==> config.mk <==
export PLATFORM = sky130hd
export DESIGN_NAME = verinject_injection_sequencer
export DESIGN_NICKNAME = d
export VERILOG_FILES = /design/src/rtl/verinject_injection_sequencer.sv
export SDC_FILE = /design/constraint.sdc
export NUM_CORES = 1
export LEC_CHECK = 0
export ABC_CLOCK_PERIOD_IN_PS = 2800
export CAP_MARGIN = 20
export CORE_MARGIN = 1
export CORE_UTILIZATION = 45
export DETAILED_ROUTE_END_ITERATION = 8
export DONT_BUFFER_PORTS = 1
export GPL_TIMING_DRIVEN = 1
export SLEW_MARGIN = 25
export SYNTH_ARGS = -nofsm -noshare
export SYNTH_HDL_FRONTEND = slang
export SYNTH_SLANG_ARGS = --single-unit
==> constraint.sdc <==
create_clock -name clock -period 2.8 [get_ports clock]
set_clock_uncertainty 0.1 [all_clocks]
set_input_delay 0.56 -clock clock [delete_from_list [all_inputs] [get_ports clock]]
set_output_delay 0.56 -clock clock [all_outputs]
set_load 0.05 [all_outputs]
==> src/rtl/verinject_injection_sequencer.sv <==
// Fault-injection sequencer: accepts one bit-flip request, waits a programmed delay,
// then drives the target bit index onto the shared injector bus for a programmed hold.
module verinject_injection_sequencer #(
   parameter logic [31:0] IDLE_STATE = 32'hFFFF_FFFF,
   parameter int          CNT_W      = 32
) (
   input  logic             clock,
   input  logic             reset_n,
   input  logic             req_valid,
   output logic             req_ready,
   input  logic [31:0]      req_bit,
   input  logic [CNT_W-1:0] req_delay,
   input  logic [CNT_W-1:0] req_hold,
   input  logic             abort,
   output logic [31:0]      verinject__injector_state,
   output logic             busy,
   output logic             done_pulse,
   output logic [15:0]      inject_count
);

   typedef enum logic [1:0] {ST_IDLE, ST_WAIT, ST_INJECT} state_t;

   localparam logic [CNT_W-1:0] CNT_ONE = CNT_W'(1);

   state_t           state, state_next;
   logic [CNT_W-1:0] cnt, cnt_next;
   logic [CNT_W-1:0] hold_q, hold_next;
   logic [CNT_W-1:0] req_hold_m1;
   logic [31:0]      bit_q, bit_next;
   logic [31:0]      bus_next;
   logic             done_next;
   logic [15:0]      count_next;

   // A zero hold still gives one cycle of injection.
   assign req_hold_m1 = (req_hold == '0) ? '0 : req_hold - CNT_ONE;

   always_ff @(posedge clock or negedge reset_n) begin
      if (!reset_n) begin
         state <= ST_IDLE;
      end else begin
         state <= state_next;
      end
   end

   always_comb begin
      state_next = state;
      cnt_next   = cnt;
      bit_next   = bit_q;
      hold_next  = hold_q;
      case (state)
         ST_IDLE: begin
            if (req_valid) begin
               bit_next  = req_bit;
               hold_next = req_hold_m1;
               if (req_delay == '0) begin
                  state_next = ST_INJECT;
                  cnt_next   = req_hold_m1;
               end else begin
                  state_next = ST_WAIT;
                  cnt_next   = req_delay - CNT_ONE;
               end
            end
         end
         ST_WAIT: begin
            if (abort) begin
               state_next = ST_IDLE;
               cnt_next   = '0;
            end else if (cnt == '0) begin
               state_next = ST_INJECT;
               cnt_next   = hold_q;
            end else begin
               cnt_next = cnt - CNT_ONE;
            end
         end
         ST_INJECT: begin
            if (abort || cnt == '0) begin
               state_next = ST_IDLE;
               cnt_next   = '0;
            end else begin
               cnt_next = cnt - CNT_ONE;
            end
         end
         default: begin
            state_next = ST_IDLE;
            cnt_next   = '0;
         end
      endcase
   end

   // Only a natural expiry of INJECT counts as a completed injection; abort wins.
   always_comb begin
      req_ready  = (state == ST_IDLE);
      bus_next   = IDLE_STATE;
      if (state_next == ST_INJECT) begin
         bus_next = (state == ST_IDLE) ? req_bit : bit_q;
      end
      done_next  = (state == ST_INJECT) && !abort && (cnt == '0);
      count_next = inject_count;
      if (done_next && inject_count != 16'hFFFF) begin
         count_next = inject_count + 16'd1;
      end
   end

   always_ff @(posedge clock or negedge reset_n) begin
      if (!reset_n) begin
         cnt                       <= '0;
         hold_q                    <= '0;
         bit_q                     <= IDLE_STATE;
         verinject__injector_state <= IDLE_STATE;
         busy                      <= 1'b0;
         done_pulse                <= 1'b0;
         inject_count              <= 16'd0;
      end else begin
         cnt                       <= cnt_next;
         hold_q                    <= hold_next;
         bit_q                     <= bit_next;
         verinject__injector_state <= bus_next;
         busy                      <= (state_next != ST_IDLE);
         done_pulse                <= done_next;
         inject_count              <= count_next;
      end
   end

endmodule

==> flow_summary.json, run 1 <==
{
  "worstPathCellList": "or4_1 -> nand4b_4 -> nor3_4 -> buf_4 -> buf_4 -> nor3_1 -> a311oi_1 -> o311ai_0",
  "power.total_mw": 6.094,
  "dp.final_hpwl_um": 19060,
  "final_common_cell": "nand2_1",
  "irDropWorstVdd_mv": 0.3369,
  "cap_violations": 0,
  "synthXorXnorAreaFrac": 0.07121,
  "crit_type": "register to register",
  "worst_slew_pin_slew_ns": 0.5863,
  "synth_enable_flop_cells": 0,
  "io_pins": 151,
  "yosys_most_used_dff": "dfrtp_1",
  "hold_viol": 131,
  "power_density_nw_per_um2": 598.1,
  "area_growth_pct": 15.29,
  "ys_types": 77,
  "reg2reg_slack_ns": 0.14,
  "synth_top_area_cell": "dfrtp_1",
  "drc": 0,
  "drive_above_1_share": 0.2098,
  "place_area_sq_um": 9619,
  "viasPerCell": 5.906,
  "track_usage": 0.2673,
  "tns_ns": 0,
  "cts_setup_buffers": 0,
  "clock_sinks": 148,
  "cpMostUsedCell": "buf_4",
  "dp_slack_ns": 0.02596,
  "max_stage_delay_ns": 0.61,
  "p_leak_nw": 4.188,
  "synth_fa_ha_area_frac": 0.008494,
  "antenna_left": 0,
  "setup_viol": 0,
  "start_kind": "register",
  "die_area_sq_um": 20210,
  "cp_num_cells": 8,
  "htree_levels": 4,
  "wire_per_inst_um": 19.38,
  "muxShareOfSynthArea": 0.009343,
  "synthSimpleGateAreaFrac": 0.3042,
  "numCtsBuffers": 17,
  "async_flop_share": 1.000,
  "yosysWarnings": 0,
  "synth_top_family_by_area": "simple AND/OR/NAND/NOR gates",
  "vias": 7956,
  "setup_slack_ns": 0.1385,
  "clkTransAtPathRegs_ns": 0.06,
  "drtPass1Iterations": 5,
  "start_util": 0.4663,
  "clock_path_buffers": 2,
  "worstSetupEndpointType": "register",
  "cts_root_buf": "clkbuf_16",
  "grt_overflow_total": 0,
  "die_h_um": 142.1,
  "routed_wl_um": 26110,
  "grt_pass1_vias": 7537,
  "violations": "negative hold slack",
  "crit_buf_inv": 2,
  "coreArea_sq_um": 18960,
  "whs_ns": -0.2689,
  "fin_nets": 1180,
  "status": "complete, but fails checks",
  "fmax_mhz": 375.7,
  "fin_crit_ns": 2.661,
  "cp_data_required_time_ns": 2.97,
  "antenna_found_initial": 0,
  "grt_pass1_wl_um": 41500,
  "rsz0062_at_grt": "no",
  "arrival_ns": 2.84,
  "maxSlewViolCount": 0,
  "grt_max_degree": 149,
  "r2r_cells": 8,
  "n_antenna_cell": 0,
  "synth_top_cell_area_share": 0.2378,
  "synth_seq_cells": 148,
  "hp-class": "input pin to async pin",
  "cts_tree": "built",
  "critPathSlowestCell": "or4_1",
  "die_x_um": 142.1,
  "design_area_sq_um": 10190,
  "finalCritPeriodShare": 0.9505,
  "row_count": 50,
  "synthTopCellsByArea": "dfrtp_1 (24%), dfstp_2 (19%), nand2_1 (10%)",
  "clock_latency_ns": 0.42,
  "gp_congestion": 0.9017,
  "synth_compound_area_frac": 0.1434,
  "max_slew_margin": 0.6055,
  "syn-cell-area_sq_um": 8838,
  "seq_area_frac_synth": 0.4281,
  "drtIter0Drc": 591,
  "syn_avg_cell_area_sq_um": 8.665,
  "final_cell_mix": "nand2_1 (234), buf_4 (87), dfrtp_1 (84)",
  "postSynthCellCount": 1020,
  "synth_nets": 1126,
  "path_max_fanout": 12,
  "crit_family": "simple AND/OR/NAND/NOR gates",
  "portBuffers": 0
}
==> stage by stage <==
stage | utilization | hold WS, ns | cells
after floorplan | - | 0.1644 | 1020
after global placement | 0.5075 | 0.1683 | 1315
final | 0.5376 | -0.2689 | 1347
after CTS | 0.5373 | -0.2810 | 1347
after detailed placement | 0.5075 | 0.1695 | 1315
after global routing | 0.5376 | -0.2857 | 1347
==> synthesized netlist by cell type, drive strengths merged (6+ instances only) <==
| cell type | count |
|---|---|
| o31ai | 19 |
| o22ai | 6 |
| xnor2 | 46 |
| nor4 | 29 |
| nand4 | 21 |
| nand2 | 235 |
| o211ai | 11 |
| dfrtp | 84 |
| ha | 6 |
| nand3 | 68 |
| o21ai | 53 |
| mux2i | 6 |
| a22oi | 7 |
| buf | 23 |
| nor2 | 55 |
| a31oi | 7 |
| clkbuf | 32 |
| inv | 12 |
| dfstp | 64 |
| or4 | 20 |
| a211o | 8 |
| a21oi | 31 |
| or2 | 6 |
| and3 | 12 |
| a211oi | 7 |
| nor3 | 44 |
| or3 | 14 |
| xor2 | 25 |
==> metal layers <==
metal	track usage	part of all wire
met1	0.3779	0.45
met2	0.4084	0.45
met3	0.05653	0.086
met4	0.08206	0.017
met5	0	0
==> sequential cells by signal (all words and copies together) (netlist names) <==
name,flops
bit_q,32
verinject__injector_state,32
busy,1
state,2
cnt,32
inject_count,16
hold_q,32
done_pulse,1
==> area by class of cell <==
type,count,area (sq um)
repair buffers,90,713.2
clock buffers,18,439.2
clock inverters,14,126.4
multi-input cells,805,4757
well taps,260,325.3
flip-flops and latches,148,3784
inverters,12,45.04
fillers,1783,8766
==> report_power, final <==
group / internal, mW / switching (mW)
Combinational: 0.474 / 0.704
Clock: 1.25 / 0.927
Sequential: 2.49 / 0.248
Total: 4.21 / 1.88
==> worst paths after layout <==
kind / startpoint / to
min reg2reg: bit_q[13] / bit_q[13]
min: reset_n / inject_count[8]
max: cnt[27] / cnt[4]
max in group asynchronous: reset_n / verinject__injector_state[26]
min in group clock: req_bit[30] / bit_q[30]
max reg2reg: cnt[27] / cnt[4]
==> cells by family (layout without fill, tap and decap cells) <==
group | Yosys count | in the layout
muxes | 8 | 8
xor gates and xnor gates | 71 | 71
AOI/OAI and AO/OA | 187 | 187
and+or+nand+nor | 533 | 533
buffers and inverters | 67 | 134
DFF | 148 | 148
adders and majority gates | 6 | 6
==> timing repair <==
action	in CTS	in global routing
endpoints found under the hold margin	148	148
resized for setup	0	1
setup endpoints to repair	0	3
Note: power is estimated with default switching activity, not from simulation.
==> run 2: changes to the inputs <==
HOLD_SLACK_MARGIN = 0.12   (was default)
REMOVE_ABC_BUFFERS = 1   (was default)
==> run 2 against run 1 <==
The flow still finishes with violations (negative hold slack). Die area unchanged. Maximum frequency about the same. Sequential power about the same. Sequential share of layout area decreased by 1.4 points. Count of clock-buffer cells in the layout increased by 4. Critical path type unchanged. Largest power group unchanged.
==> flow_summary.json, run 2 (synthesis gave the netlist of run 1 again) <==
{
  "status": "complete, but fails checks",
  "violations": "negative hold slack",
  "numCtsBuffers": 17,
  "drc": 0,
  "fin_cells": 1382,
  "die_x_um": 142.1,
  "worst_slew_pin_slew_ns": 0.6231,
  "drtIter0Drc": 680,
  "fin_nets": 1216,
  "start_kind": "register",
  "power.total_mw": 6.257,
  "n_antenna_cell": 0,
  "die_h_um": 142.1,
  "dp.final_hpwl_um": 19090,
  "final_common_cell": "nand2_1",
  "portBuffers": 0,
  "grt_max_degree": 149,
  "grt_pass1_wl_um": 43290,
  "grt_pass1_vias": 7955,
  "rsz0062_at_grt": "no",
  "final_cell_mix": "nand2_1 (234), buf_4 (89), dfrtp_1 (84)",
  "worstSetupEndpointType": "register",
  "fmax_mhz": 375.7,
  "die_area_sq_um": 20210,
  "cts_hold_buf": 33,
  "finalCritPeriodShare": 0.9507,
  "hp-class": "input pin to async pin",
  "hold_viol": 148,
  "start_util": 0.4663,
  "dp.cells": 1318,
  "coreArea_sq_um": 18960,
  "row_count": 50,
  "vias": 8147,
  "multi_input_area_sq_um": 4771,
  "seq_area_sq_um": 3784,
  "grt_overflow_total": 0,
  "drtPass1Iterations": 6,
  "drive_above_1_share": 0.2068,
  "cts_setup_buffers": 0,
  "path_max_fanout": 8,
  "clock_path_buffers": 2,
  "antenna_found_initial": 0,
  "setup_viol": 0,
  "irDropWorstVdd_mv": 0.3780,
  "max_slew_margin": 0.5831,
  "htree_levels": 4,
  "viasPerCell": 5.895,
  "clock_latency_ns": 0.42,
  "routed_wl_um": 27090,
  "clkTransAtPathRegs_ns": 0.06,
  "clock_sinks": 148,
  "fillers": 1771,
  "gp_congestion": 0.9305,
  "area_growth_pct": 19.89,
  "whs_ns": -0.2707,
  "crit_type": "register to register",
  "cts_root_buf": "clkbuf_16",
  "wire_per_inst_um": 19.60,
  "fin_crit_ns": 2.662,
  "io_pins": 151,
  "track_usage": 0.2787,
  "cap_violations": 0,
  "cp_data_required_time_ns": 3.00,
  "maxSlewViolCount": 0,
  "antenna_left": 0,
  "power_density_nw_per_um2": 590.5,
  "arrival_ns": 2.86,
  "cts_tree": "built",
  "p_leak_nw": 4.364
}
run 2: cell types whose count changed in the layout (fill, tap and decap cells not counted), sizes merged:
| cell | change |
|---|---|
| dlygate4sd3 | +33 |
| clkinv | -6 |
| inv | +2 |
| clkinvlp | -1 |
| clkbuf | +4 |
| buf | +3 |
run 2: layout make-up:
cell class	count	area share
Multi-Input combinational cell	805	0.4502
Sequential cell	148	0.3571
Timing Repair Buffer	126	0.1018
Clock buffer	22	0.04782
Tap cell	260	0.03070
Clock inverter	9	0.008147
Inverter	12	0.004251
run 2: critical path: stages, from the launching register on:
cell and delay (ns):
dfrtp_1 0.46, or4_1 0.62, nand4b_4 0.26, nor3_1 0.29
buf_4 0.17, and3_1 0.13, buf_4 0.15, mux2_2 0.34
run 2: layer usage:
layer | global-route usage | wire length, um | vias up
met1 | 0.3809 | 11910 | 3878
met3 | 0.06864 | 2344 | 33
met2 | 0.4360 | 12480 | 370
li1 | - | - | 3866
met5 | 0 | 0 | -
met4 | 0.08093 | 356 | 0
run 2: final timing paths:
kind,end,slack (ns),startpoint,cells past startpoint
max reg2reg,inject_count[1],0.14,cnt[27],7
max,inject_count[1],0.14,cnt[27],7
max in group asynchronous,bit_q[11],2.62,reset_n,0
min,inject_count[4],-0.27,reset_n,0
min reg2reg,bit_q[12],0.36,bit_q[12],2
min in group clock,bit_q[3],0.13,req_bit[3],2
run 2: per-stage QoR:
step | worst slack, ns | setup TNS [ns] | utilization | cell area (sq um)
2_1_floorplan | -1.355 | -148.39 | - | 8572
3_3_place_gp | 0.01237 | 0 | 0.5094 | 9657
3_5_place_dp | 0.0002298 | 0 | 0.5094 | 9657
4_1_cts | 0.01323 | 0 | 0.5584 | 10590
5_1_grt | 0.03057 | 0 | 0.5590 | 10600
6_report | 0.1380 | 0 | 0.5590 | 10600
run 2: power by group:
group	total (mW)	switching, mW	internal [mW]
clock	2.29	0.913	1.38
sequential	2.74	0.248	2.49
combinational	1.23	0.718	0.510
run 2: repair_timing:
item	CTS	global route
hold endpoints to repair	182	148
resized for setup	1	2
setup endpoints to repair	2	12
